[src/rtl/rr_arbiter_8_pkg.sv]
// Shared constants and state type for the 8-way round-robin arbiter.
// Imported by the arbiter top and its grant decoder.
package rr_arbiter_8_pkg;

  localparam int NUM_REQ = 8;
  localparam int IDX_W   = 3;

  typedef enum logic {
    IDLE = 1'b0,
    BUSY = 1'b1
  } state_e;

endpackage

[src/rtl/rr_arbiter_8_decoder_3to8.sv]
// 3-to-8 one-hot decoder with enable, used for the arbiter grant.
// Ports: en_i enable, idx_i index, onehot_o decoded vector (0 when disabled).
module decoder_3to8
  import rr_arbiter_8_pkg::*;
(
  input  logic               en_i,
  input  logic [IDX_W-1:0]   idx_i,
  output logic [NUM_REQ-1:0] onehot_o
);

  always_comb begin
    onehot_o = '0;
    if (en_i) begin
      onehot_o[idx_i] = 1'b1;
    end
  end

endmodule

[src/rtl/rr_arbiter_8.sv]
// Round-robin arbiter sharing one DATA_W transfer port among 8 requesters.
// Ports: iClk/iRstn, iReq/iLock/iData per requester, iReady from downstream;
// oValid/oData shared port, oGnt/oGntIdx grant, oAck per-requester completion.
module rr_arbiter_8
  import rr_arbiter_8_pkg::*;
#(
  parameter int DATA_W   = 16,
  parameter int MAX_HOLD = 4
) (
  input  logic                        iClk,
  input  logic                        iRstn,
  input  logic [NUM_REQ-1:0]          iReq,
  input  logic [NUM_REQ-1:0]          iLock,
  input  logic [NUM_REQ*DATA_W-1:0]   iData,
  input  logic                        iReady,
  output logic                        oValid,
  output logic [DATA_W-1:0]           oData,
  output logic [NUM_REQ-1:0]          oGnt,
  output logic [IDX_W-1:0]            oGntIdx,
  output logic [NUM_REQ-1:0]          oAck
);

  // At least one bit so MAX_HOLD=1 still has a legal counter.
  localparam int HOLD_W = (MAX_HOLD > 1) ? $clog2(MAX_HOLD) : 1;
  localparam logic [HOLD_W-1:0] HOLD_LAST = HOLD_W'(MAX_HOLD - 1);

  state_e              state_q, state_d;
  logic [IDX_W-1:0]    idx_q, idx_d;
  logic [IDX_W-1:0]    ptr_q, ptr_d;
  logic [HOLD_W-1:0]   hold_q, hold_d;

  logic                busy;
  logic [NUM_REQ-1:0]  gnt;
  logic                valid;
  logic                xfer;
  logic                keep;
  logic [IDX_W-1:0]    ptr_nxt;
  logic [NUM_REQ-1:0]  rem;
  logic [DATA_W-1:0]   data_sel;

  // First set bit of vec, scanning upward from ptr with wrap.
  function automatic logic [IDX_W-1:0] pick(
    input logic [NUM_REQ-1:0] vec,
    input logic [IDX_W-1:0]   ptr
  );
    logic [IDX_W-1:0] idx;
    logic             found;
    pick  = ptr;
    found = 1'b0;
    for (int i = 0; i < NUM_REQ; i++) begin
      idx = ptr + IDX_W'(i);
      if (!found && vec[idx]) begin
        pick  = idx;
        found = 1'b1;
      end
    end
  endfunction

  assign busy = (state_q == BUSY);

  decoder_3to8 u_dec (
    .en_i     (busy),
    .idx_i    (idx_q),
    .onehot_o (gnt)
  );

  always_comb begin
    data_sel = '0;
    for (int k = 0; k < NUM_REQ; k++) begin
      if (idx_q == IDX_W'(k)) begin
        data_sel = iData[k*DATA_W +: DATA_W];
      end
    end
  end

  assign valid   = busy & iReq[idx_q];
  assign xfer    = valid & iReady;
  assign keep    = iLock[idx_q] && (hold_q < HOLD_LAST);
  assign ptr_nxt = idx_q + IDX_W'(1);
  // Current winner is masked so a forced release cannot re-grant it.
  assign rem     = iReq & ~gnt;

  always_comb begin
    state_d = state_q;
    idx_d   = idx_q;
    ptr_d   = ptr_q;
    hold_d  = hold_q;
    unique case (state_q)
      IDLE: begin
        if (|iReq) begin
          state_d = BUSY;
          idx_d   = pick(iReq, ptr_q);
          hold_d  = '0;
        end
      end
      BUSY: begin
        if (!iReq[idx_q]) begin
          state_d = IDLE;
          hold_d  = '0;
        end else if (iReady) begin
          if (keep) begin
            hold_d = hold_q + HOLD_W'(1);
          end else begin
            ptr_d  = ptr_nxt;
            hold_d = '0;
            if (|rem) begin
              idx_d = pick(rem, ptr_nxt);
            end else begin
              state_d = IDLE;
            end
          end
        end
      end
      default: begin
        state_d = IDLE;
      end
    endcase
  end

  always_ff @(posedge iClk or negedge iRstn) begin
    if (!iRstn) begin
      state_q <= IDLE;
      idx_q   <= '0;
      ptr_q   <= '0;
      hold_q  <= '0;
    end else begin
      state_q <= state_d;
      idx_q   <= idx_d;
      ptr_q   <= ptr_d;
      hold_q  <= hold_d;
    end
  end

  assign oValid  = valid;
  assign oData   = valid ? data_sel : '0;
  assign oGnt    = gnt;
  assign oGntIdx = idx_q;
  assign oAck    = xfer ? gnt : '0;

endmodule
[config.mk]
export PLATFORM = sky130hd
export DESIGN_NAME = rr_arbiter_8
export DESIGN_NICKNAME = d
export VERILOG_FILES = /design/src/rtl/rr_arbiter_8_pkg.sv /design/src/rtl/rr_arbiter_8_decoder_3to8.sv /design/src/rtl/rr_arbiter_8.sv
export SDC_FILE = /design/constraint.sdc
export NUM_CORES = 1
export LEC_CHECK = 0
export CORE_AREA = 10 10 109 111
export CTS_BUF_LIST = sky130_fd_sc_hd__clkbuf_4 sky130_fd_sc_hd__clkbuf_8 sky130_fd_sc_hd__clkbuf_16
export DETAILED_ROUTE_END_ITERATION = 8
export DIE_AREA = 0 0 119 121
export PLACE_DENSITY = 0.79
export SYNTH_ARGS = -nofsm -noshare
export SYNTH_HDL_FRONTEND = slang
export SYNTH_SLANG_ARGS = --single-unit
[constraint.sdc]
create_clock -name iClk -period 3.8 [get_ports iClk]
set_input_delay 0.38 -clock iClk [delete_from_list [all_inputs] [get_ports iClk]]
set_output_delay 0.38 -clock iClk [all_outputs]
set_load 0.05 [all_outputs]
==> PnR_summary.wiki <==
{| class="wikitable"
! Metric !! Value
|-
| Maximum single-stage delay on the critical path || approximately 480 ps
|-
| Number of fill cells || between 800 and 900
|-
| Final Hold Viols || 0
|-
| X dimension of the die || 119 µm
|-
| Die Outline Area || ~14000 µm²
|-
| Synthesized cell area || ~3600 µm²
|-
| Number of pins exceeding their max-slew limit in the final report || 0
|-
| Die outline height || ~120 µm
|-
| All-layer global routing usage || 21.71%
|-
| Unrepaired setup endpoints after global routing || no
|-
| Pin count of the biggest net entering global routing || 33
|-
| Final-layout setup total negative slack || 0 ps
|-
| Share of the clock period used by the worst path after layout || 93.66%
|-
| Maximum buffer depth of the clock tree || 2
|-
| Cell chosen for the clock root || sky130_fd_sc_hd__clkbuf_8
|-
| Number of remaining DRC errors || 0
|-
| Non-filler cells, final || 800
|-
| Cell area power density || 955.6 nW/µm²
|-
| Buffers & Inverters on Critical Path || 3
|-
| Count of maximum capacitance violations || 0
|-
| Startpoint Class || flop
|-
| Result of the run || complete, no violations
|-
| Gate count after technology mapping || about 510
|-
| Max Clk Rate || 281.0 MHz
|-
| Path class of the lowest-slack min-delay path || in -> async
|-
| Library cell with the highest instance count after synthesis || sky130_fd_sc_hd__nor2_1
|-
| Num CTS Buffers || 3
|-
| Site Rows || 36
|-
| Total wire length after detailed routing || 16720 µm
|-
| Detailed-routing iteration count for the pre-antenna-repair pass || 5
|-
| Multi-input combinational cell area || 3226 µm²
|-
| List of most frequent post-synthesis cells || sky130_fd_sc_hd__nor2_1, sky130_fd_sc_hd__a21oi_1, sky130_fd_sc_hd__nand2_1
|-
| H-tree depth || 1
|-
| 1st-iter DRT viols || approximately 570
|-
| Type of element capturing the critical path || output pin
|-
| Avg Synthesized Cell Area || 7.104 µm²
|-
| Syn Nets || approximately 670
|-
| Cell type with the largest total area after synthesis || sky130_fd_sc_hd__mux4_2
|-
| Nets || 824
|-
| Register-to-Register Setup Slack || 280 ps
|-
| Starting density of the core || 37.51%
|-
| Leak Pwr || ~2.2 nW
|-
| Synth cell types || just over 60
|-
| Clock insertion delay at the later pin of the skew report || 240 ps
|-
| Worst Max-Slew Pin Slew || 1090 ps
|-
| Seq cells post-synth || 9
|-
| Data arrival time of the worst path || between 3000 and 4000 ps
|-
| Number of placed instances, taps included || around 790
|-
| Worst clock skew || approximately 4.9 ps
|-
| Total I/O pin count || ~180
|-
| Sequential Area || 229.0 µm²
|-
| Via density || 5.926
|-
| Post-synth top area share || 13.70%
|-
| Antenna-violating nets left || 0
|-
| Sequential element share of the synthesized area || 6.228%
|-
| Global route overflow || 0
|-
| Area overhead of the layout relative to synthesis || 62.42%
|-
| Highest ir drop seen on vdd || between 500 and 600 µV
|-
| Slowest-stage cell, CP || sky130_fd_sc_hd__a211oi_1
|-
| Average wire per cell in the routed design || roughly 21 µm
|-
| CP cell instances || inv_1 -> ha_1 -> nor3b_2 -> buf_4 -> a22oi_1 -> a211oi_1 -> a21oi_1 -> a211oi_1 -> a21oi_1 -> a211o_1 -> a21oi_2 -> buf_12
|-
| Async set-reset flop share out of synthesis || 100.0%
|-
| Relative slew margins || 27.36%
|-
| Placeable core region || 9639 µm²
|-
| Crit path max-delay family || compound AO/OA/AOI/OAI gates
|-
| Synth top area cells || sky130_fd_sc_hd__mux4_2, sky130_fd_sc_hd__a21oi_1, sky130_fd_sc_hd__nor2_1, sky130_fd_sc_hd__a211oi_1, sky130_fd_sc_hd__dfrtp_1
|-
| Final Wtd Congestion || approximately 1.1
|-
| Data required time of the worst path || 3420 ps
|-
| Time the worst path needs with I/O delays and setup || between 3000 and 4000 ps
|-
| Sink count of the clock tree || 9
|-
| Antenna violations before repair || 1
|-
| Synth Warn # || 0
|-
| Quantity of I/O buffers inserted on ports || 182
|-
| Number of global-route vias before repair || 4706
|-
| HPWL Detailed || between 10000 and 15000 µm
|-
| Layout cell share with drive strength beyond 1 || 16.97%
|-
| Number of synthesized flops with an enable pin || 0
|-
| Top_reg_cell synth || sky130_fd_sc_hd__dfrtp_1
|-
| Setup-violating endpoint count in the final report || 0
|-
| Vias || 4741
|-
| Maximum net fanout on the critical path || 16
|-
| Global-route wire length before repair || 25810 µm
|-
| Setup CP Type || reg -> out
|-
| Clock transition at the registers of the reported paths || 50 ps
|-
| TritonCTS clock tree || built
|}
[what timing repair did]
| item | 4_1_cts | 5_1_grt |
|---|---|---|
| hold buffers | 0 | 0 |
| buffers inserted | 0 | 4 |
| resized for setup | 0 | 2 |
| endpoints found under the setup margin | 0 | 7 |
[cell type report]
class	count	area share, %
multi-input cells	434	54.92
repair buffers	203	36.39
flip-flops and latches	9	3.899
well taps	133	2.833
inverters	16	1.086
clock buffers	4	0.8308
diodes	1	0.04261
[registers in the layout, summed over array words and instances (netlist names)]
name and flops:
ptr_q 3, busy 1, oGntIdx 3, hold_q 2
[cells in the final DEF, fill, tap and decap left out, types with 3 or more instances in the layout]
master / count
sky130_fd_sc_hd__o22ai_1: 4
sky130_fd_sc_hd__nor2_1: 75
sky130_fd_sc_hd__dfrtp_1: 6
sky130_fd_sc_hd__nor4_1: 3
sky130_fd_sc_hd__a31o_2: 3
sky130_fd_sc_hd__inv_1: 15
sky130_fd_sc_hd__mux2_2: 10
sky130_fd_sc_hd__dfrtp_2: 3
sky130_fd_sc_hd__nor3_1: 11
sky130_fd_sc_hd__or3b_2: 3
sky130_fd_sc_hd__ha_1: 10
sky130_fd_sc_hd__a211oi_1: 32
sky130_fd_sc_hd__buf_4: 22
sky130_fd_sc_hd__a21oi_1: 42
sky130_fd_sc_hd__clkbuf_8: 3
sky130_fd_sc_hd__and3_1: 3
sky130_fd_sc_hd__nand2b_1: 6
sky130_fd_sc_hd__a21o_1: 6
sky130_fd_sc_hd__clkdlybuf4s50_1: 165
sky130_fd_sc_hd__nor2b_1: 4
sky130_fd_sc_hd__nand3b_1: 3
sky130_fd_sc_hd__nand3_1: 4
sky130_fd_sc_hd__o21ai_0: 13
sky130_fd_sc_hd__a31oi_1: 4
sky130_fd_sc_hd__xnor2_1: 5
sky130_fd_sc_hd__a211o_1: 18
sky130_fd_sc_hd__a21oi_2: 6
sky130_fd_sc_hd__a22oi_1: 17
sky130_fd_sc_hd__xor2_1: 4
sky130_fd_sc_hd__nand2_1: 56
sky130_fd_sc_hd__a21oi_4: 9
sky130_fd_sc_hd__o211ai_1: 5
sky130_fd_sc_hd__mux2i_1: 17
sky130_fd_sc_hd__buf_12: 16
sky130_fd_sc_hd__mux4_2: 22
[path summary, 6_finish.rpt]
kind / startpoint / end / depth (start not counted)
worst max-delay path: oGntIdx[0]$_DFFE_PN0P_ / oData[1] / 12
worst min-delay path: iRstn / hold_q[0]$_DFFE_PN0P_ / 1
worst max register to register: oGntIdx[1]$_DFFE_PN0P_ / oGntIdx[1]$_DFFE_PN0P_ / 10
worst min register to register: hold_q[0]$_DFFE_PN0P_ / hold_q[0]$_DFFE_PN0P_ / 1
max in group asynchronous: iRstn / oGntIdx[1]$_DFFE_PN0P_ / 1
min in group iClk: hold_q[0]$_DFFE_PN0P_ / hold_q[0]$_DFFE_PN0P_ / 1
[cells by family (layout without fill, tap and decap cells)]
family / count (synthesis) / count (layout) / share of synthesized area, %
simple gates: 188 / 188 / 24.60
buf+inv: 66 / 223 / 7.993
compound gates: 175 / 175 / 32.80
flops: 9 / 9 / 6.228
fa+ha+maj: 10 / 10 / 3.460
mux: 51 / 51 / 22.28
xor+xnor: 10 / 10 / 2.630
other cells: 0 / 1 / 0
[per-layer routing]
layer	wire length, µm	GRT usage, %	share of wire, %	vias up
met1	6524	24.69	39	2216
met4	376	5.496	2.2	0
met3	1384	4.002	8.3	38
met2	8438	40.63	50	265
li1	-	-	-	2222
met5	0	0	0	-
[report_power, final]
| group | switching [mW] | leakage (nW) | internal, mW | total, mW |
|---|---|---|---|---|
| Sequential | 0.0769 | 0.110 | 0.141 | 0.218 |
| Clock | 0.0431 | 0.0262 | 0.0807 | 0.124 |
| Combinational | 2.95 | 2.08 | 2.32 | 5.27 |
[through the flow]
stage | instance area [µm²] | total power, mW | setup WS (ps) | utilization, % | hold WS (ps)
after global placement | 5784 | 5.200 | 509.4 | 60.01 | 466.1
after CTS | 5833 | 5.458 | 179.4 | 60.51 | 468.1
after detailed placement | 5784 | 5.316 | 379.7 | 60.01 | 476.2
after global routing | 5873 | 5.958 | 82.37 | 60.93 | 488.5
after floorplan | 3740 | 3.901 | 46.62 | - | 84.41
final | 5873 | 5.612 | 240.8 | 60.93 | 456.3
Power figures use the tool's default switching activity.
